**config.mk**
```make
export PLATFORM = sky130hd
export DESIGN_NAME = updown_mod_counter
export DESIGN_NICKNAME = d
export VERILOG_FILES = /design/src/rtl/updown_mod_counter.sv
export SDC_FILE = /design/constraint.sdc
export NUM_CORES = 1
export LEC_CHECK = 0
export BUFFER_PORTS_ARGS = -buffer_cell sky130_fd_sc_hd__buf_4
export CORE_ASPECT_RATIO = 1.5
export CORE_UTILIZATION = 45
export DETAILED_ROUTE_END_ITERATION = 7
export HOLD_SLACK_MARGIN = 0.03
export PLACE_DENSITY = 0.72
export SYNTH_ARGS = -nofsm -noshare
export SYNTH_HDL_FRONTEND = slang
export SYNTH_SLANG_ARGS = --single-unit
```
**constraint.sdc**
```tcl
create_clock -name i_clk -period 3.24 [get_ports i_clk]
set_clock_uncertainty 0.05 [all_clocks]
set_input_delay 0.486 -clock i_clk [delete_from_list [all_inputs] [get_ports i_clk]]
set_output_delay 0.486 -clock i_clk [all_outputs]
set_load 0.01 [all_outputs]
```
**src/rtl/updown_mod_counter.sv**
```systemverilog
// updown_mod_counter: N-bit up/down modulo counter with run-time bound,
// wrap/saturate mode, synchronous load and optional step prescaler.
//
// Ports:
//   i_clk       rising-edge clock
//   i_reset     asynchronous active-high reset, clears all state
//   i_en        count enable
//   i_load      synchronous load strobe (highest priority)
//   i_load_val  value to load, clamped to i_max
//   i_up        direction, 1 = up, 0 = down
//   i_sat       bound mode, 1 = saturate, 0 = wrap
//   i_max       inclusive upper bound
//   i_presc     prescaler divide value (COUNTER_PRESC_EN only)
//   o_count     registered count
//   o_tc        terminal count, combinational from count/up/max
//   o_wrap      one-cycle registered pulse on a wrap event
//
// Build option: define COUNTER_PRESC_EN to add i_presc and a
// PRESC_W-bit prescaler; the counter then steps once per i_presc+1
// enabled cycles.

module updown_mod_counter #(
  parameter int N       = 6,
  parameter int PRESC_W = 4
) (
  input  logic               i_clk,
  input  logic               i_reset,
  input  logic               i_en,
  input  logic               i_load,
  input  logic [N-1:0]       i_load_val,
  input  logic               i_up,
  input  logic               i_sat,
  input  logic [N-1:0]       i_max,
`ifdef COUNTER_PRESC_EN
  input  logic [PRESC_W-1:0] i_presc,
`endif
  output logic [N-1:0]       o_count,
  output logic               o_tc,
  output logic               o_wrap
);

  logic [N-1:0] r_count;
  logic         r_wrap;
  logic [N-1:0] w_next;
  logic         w_wrap_evt;
  logic [N-1:0] w_load_clamped;
  logic         w_tick;
  logic         w_step;

`ifdef COUNTER_PRESC_EN
  logic [PRESC_W-1:0] r_presc;

  assign w_tick = (r_presc == i_presc);

  // Prescaler only advances on enabled cycles, so en=0 freezes the
  // phase; load restarts it so the first step after a load is a full
  // prescale period away.
  always_ff @(posedge i_clk or posedge i_reset) begin
    if (i_reset) begin
      r_presc <= '0;
    end else if (i_load) begin
      r_presc <= '0;
    end else if (i_en) begin
      if (w_tick) begin
        r_presc <= '0;
      end else begin
        r_presc <= r_presc + 1'b1;
      end
    end
  end
`else
  assign w_tick = 1'b1;
`endif

  assign w_step = i_en & w_tick;

  assign w_load_clamped = (i_load_val > i_max) ? i_max : i_load_val;

  // Next value for a step. Bounds are handled explicitly so nothing
  // relies on N-bit arithmetic overflow.
  always_comb begin
    w_next     = r_count;
    w_wrap_evt = 1'b0;
    if (i_up) begin
      if (r_count < i_max) begin
        w_next = r_count + 1'b1;
      end else if (i_sat) begin
        w_next = i_max;
      end else begin
        w_next     = '0;
        w_wrap_evt = 1'b1;
      end
    end else begin
      if (r_count > i_max) begin
        // Bound was lowered below the count: snap down, no wrap.
        w_next = i_max;
      end else if (r_count == '0) begin
        if (i_sat) begin
          w_next = '0;
        end else begin
          w_next     = i_max;
          w_wrap_evt = 1'b1;
        end
      end else begin
        w_next = r_count - 1'b1;
      end
    end
  end

  always_ff @(posedge i_clk or posedge i_reset) begin
    if (i_reset) begin
      r_count <= '0;
      r_wrap  <= 1'b0;
    end else if (i_load) begin
      r_count <= w_load_clamped;
      r_wrap  <= 1'b0;
    end else if (w_step) begin
      r_count <= w_next;
      r_wrap  <= w_wrap_evt;
    end else begin
      r_wrap  <= 1'b0;
    end
  end

  assign o_count = r_count;
  assign o_wrap  = r_wrap;
  assign o_tc    = i_up ? (r_count >= i_max) : (r_count == '0);

endmodule

```
# [After elaboration in Yosys (flattened, before gate mapping)]
# Cells that the tools add are included.
[totals] input_bits=18 out_inout_bits=8 ff_bits=7
[op_classes] reduce_logical=2 addsub=2 muxes=17 magnitude_cmp=4
[ops] op="$mux W6" n=9
[ops] op="$gt A6 B6 Y1" n=2
[ops] op="$mux W1" n=8
[ops] op="$add A6 B1 Y6 const B" n=1
[ops] op="$ge A6 B6 Y1" n=1
[ops] op="$logic_not A6 Y1" n=1
[ops] op="$lt A6 B6 Y1" n=1
[ops] op="$sub A6 B1 Y6 const B" n=1
[ops] op="$reduce_bool A2 Y1" n=1

# [Longest topological paths before layout]
[depth] word_depth=6 ltp_mapped=8 ltp_nobuf=8

# [Least setup slack after synthesis]
# Ideal clock, no wire load.
[synth_path] path_type="input port to flip-flop" start="input i_max[3]" end="register r_count[4] (netlist: o_count[4])" path_stages=8 setup_time_ns=0.126 slack_ns=0.781 required_ns=3.064 arrival_ns=2.283 cell_sequence="inv_1 ha_1 a21o_1 and3_4 o31ai_4 nand2_4 a221o_1 a221o_1"
[synth_via] elab_chain_cells=5
[synth_rtl] element="start: declaration" line="33" text="input logic [N-1:0] i_max,"
[synth_rtl] element="$gt A6 B6 Y1 / $lt A6 B6 Y1 (equally long branches)" line="94, 85"
[synth_rtl] element="$mux W6 (on tied branches)" line="94, 85"
[synth_rtl] element="$mux W6" line="84" text="if (i_up) begin"
[synth_rtl] element="$mux W6" line="117" text="end else if (w_step) begin"
[synth_rtl] element="$mux W6 *" line="114" text="end else if (i_load) begin"
[synth_rtl] element="end signal: assignment" line="115" text="r_count <= w_load_clamped;"
[synth_rtl] element="end signal: assignment" line="118" text="r_count <= w_next;"
[synth_rtl] element="end: declaration" line="42" text="logic [N-1:0] r_count;"
# Every way passes the cells marked *; elsewhere a longest branch is shown, timed or not. The select of a mux whose other input is x is not followed.
# A chain may end at the register's enable or synchronous reset.

# [Worst setup path after layout]
[layout_path] start="register r_count[5] (netlist: o_count[5])" end="output o_tc"
[layout_via] elab_chain_cells=2
[layout_rtl] element="$ge A6 B6 Y1 / $logic_not A6 Y1 (equally long branches)" line="127" text="assign o_tc = i_up ? (r_count >= i_max) : (r_count == '0);"
[layout_rtl] element="$mux W1 *" line="127"
[layout_rtl] element="end: declaration" line="38" text="output logic o_tc,"
# Every way passes the cells marked *; elsewhere a longest branch is shown, timed or not.

==> run_results.csv <==
group,metric,value,unit
worst_setup_path,crit_chain,"ha_1 -> and4_4 -> o21a_1 -> nor3_1 -> a31oi_1 -> buf_4",
route,routed_wl,3522,microns
placement,gp_congestion,0.8946,
route,dr.pass1.iters,4,
route,drt_iter0_drc,51,
synthesis,syn_inst,144,
timing,fin_setup_tns,0,ns
final_layout,fill_cells,243,
clock_network,clock_sink_count,7,
worst_setup_path,critPathLaunchType,"flop",
synthesis,ys_ff_latch,7,
power,max-vdd-ir-drop,0.0001957,V
floorplanning,fp-row-count,22,
power,internal_power,0.3073,mW
timing,min_period,2.788,ns
final_layout,area_growth,19.76,%
clock_network,cts_tree,"built",
synthesis,ys_warn_count,0,
synthesis,synth_cell_types,46,
clock_network,cts_buffer_depth,2,
global_route,grt.total_usage,0.2655,
power,power.switching,0.2516,mW
worst_setup_path,endpoint_kind,"primary output",
timing,max-slew-margin-rel,0.6813,
worst_setup_path,critPathMaxFanout,8,
synthesis,ys.flop_type,"dfrtp_1",
power,leakage,0.6590,nW
synthesis,synth_edf_count,0,
clock_network,cts_buffers,3,
clock_network,path_clk_slew,0.05,ns
clock_network,worstSkewPairLatency,0.25,ns
synthesis,netlist_area,1165,sq um
floorplanning,start_util,0.4755,
route,drtAntennaViolNets,0,
power,p_sw_frac,0.4502,
final_layout,layout.cells.most_common_list,"buf_4 (27), ha_1 (15), nand2_1 (13)",
worst_setup_path,critPathRequiredTime,2.70,ns
floorplanning,core,2450,sq um
clock_network,root_buffer,"clkbuf_4",
timing,final-hold-violation-count,0,
worst_setup_path,arrival,2.25,ns
floorplanning,die_w,43.54,microns
clock_network,post_cts_buffers,0,
route,via_count,1303,
route,drt-wirelength-per-cell,18.25,microns
power,clkPwrFrac,0.141,
final_layout,n_antenna_cell,0,
synthesis,avgSynthCellArea,8.089,sq um
placement,dpl.hpwl,2732,microns
run_status,outcome,"finished clean",
global_route,grt_pass1_wl,5671,microns
placement,portBuffers,25,
power,pwr-share-seq,0.245,
worst_hold_path,hold_path_class,"in2async",
route,viasPerCell,6.751,
placement,place_area,1369,sq um
timing,fmaxAchievable,358.6,MHz
global_route,gr-total-overflow,0,
flow_run,drv_cap,0,
final_layout,layout.cells.most_common,"buf_4",
worst_setup_path,critPathMaxStageDelay,0.57,ns
final_layout,fin_nets,203,
final_layout,final_util,0.5695,
global_route,grt_pass1_vias,1243,
clock_network,htree_levels,1,
power,p_per_area,400.6,nW/um^2
power,combinationalPowerShare,0.614,
floorplanning,io_pins,26,
synthesis,async_flop_share,1.000,
global_route,antenna_found_initial,0,
global_route,grt_max_degree,18,
final_layout,final_area,1395,sq um
timing,worstMarginPinSlew,0.4660,ns
worst_setup_path,crit_type,"reg2out",
synthesis,yosysSeqAreaShare,0.1504,
timing,period_share,0.8606,
timing,grt_setup_unrepaired,"no",
route,drc,0,
final_layout,drive_gt1_frac,0.2604,
worst_setup_path,reg2regPathDepth,7,
clock_network,ctsHoldBuffers,0,
timing,drv_slew,0,
floorplanning,dieArea,2800,sq um
floorplanning,fp.dieH,64.31,microns
synthesis,syn_nets,177,
worst_setup_path,crit_slowest_cell,"dfrtp_1",
clock_network,cts_resized,0,
timing,setup_viol,0,
-- critical path, delay by kind of cell (launching register included) --
| kind | cells | cell delay, ns |
|---|---|---|
| adders and majority gates | 1 | 0.37 |
| DFF | 1 | 0.57 |
| AOI/OAI and AO/OA | 2 | 0.30 |
| and+or+nand+nor | 2 | 0.59 |
| buffers and inverters | 1 | 0.16 |
-- final timing paths --
path | slack, ns | end | from
setup / recovery | 0.45 | o_tc | o_count[5]
hold / removal | 0.11 | o_count[4] | i_reset
setup reg to reg | 0.56 | o_count[4] | o_count[5]
hold reg to reg | 0.70 | o_count[0] | o_count[0]
max in group asynchronous | 2.81 | o_count[0] | i_reset
min in group i_clk | 0.45 | o_wrap | i_sat
-- sequential cells by signal, summed over array words and instances (netlist names) --
signal and cells:
o_count 6, o_wrap 1
-- area by class of cell --
class                      count  area [sq um]  share of cell area
timing repair buffer          27         202.7              0.1453
clock buffer                   4         26.28             0.01883
tap                           24         30.03             0.02152
sequential                     7         175.2              0.1256
multi-input combinational    120         919.6              0.6592
inverter                      11         41.29             0.02960
-- through the flow --
stage | hold slack [ns] | total power, mW | worst slack, ns | instances
final | 0.1124 | 0.5589 | 0.4517 | 193
after global routing | 0.1284 | 0.5966 | 0.3777 | 193
after CTS | 0.1232 | 0.5513 | 0.5086 | 193
after detailed placement | 0.3839 | 0.4705 | 0.5146 | 189
after global placement | 0.3783 | 0.4617 | 0.5980 | 189
after floorplan | 0.2394 | 0.3587 | 0.7813 | 144
-- routing by layer --
layer | track usage | vias up | wire [microns]
met3 | 0.02825 | 21 | 242
met1 | 0.3109 | 619 | 1300
li1 | - | 594 | -
met4 | 0.1641 | 0 | 210
met5 | 0 | - | 0
met2 | 0.4440 | 69 | 1768
-- power by group through the flow --
stage	clock network (mW)	registers, mW	logic [mW]
global route	0.0853	0.139	0.372
floorplan	0	0.129	0.230
CTS	0.0784	0.135	0.338
finish	0.0787	0.137	0.343
detailed placement	0	0.137	0.334
global placement	0	0.138	0.324
-- cells by family after synthesis --
kind of cell / synth area share
multiplexers: 0.05585
AND/OR/NAND/NOR: 0.2599
XOR/XNOR: 0.05263
buffers and inverters: 0.06015
flip-flops: 0.1504
adder cells (fa/ha/maj): 0.1611
AO/OA/AOI/OAI: 0.2599
-- cells in the mapped netlist (all sizes together), types with 3 or more instances --
cell type  number  area share
nand3           9       0.039
a22oi           3       0.019
dfrtp           7        0.15
ha             15        0.16
nor3            4       0.017
nand2          14       0.052
buf             3       0.015
o311ai          3       0.023
clkbuf          3      0.0097
a221oi          3       0.023
inv            11       0.035
xor2            5       0.038
nor2            7       0.023
a31oi           4       0.021
nor3b           3       0.029
o21ai           5       0.021
and3            4       0.028
mux2            4       0.039
a21oi           7       0.030
No activity file was read; power rests on OpenSTA's default activity.
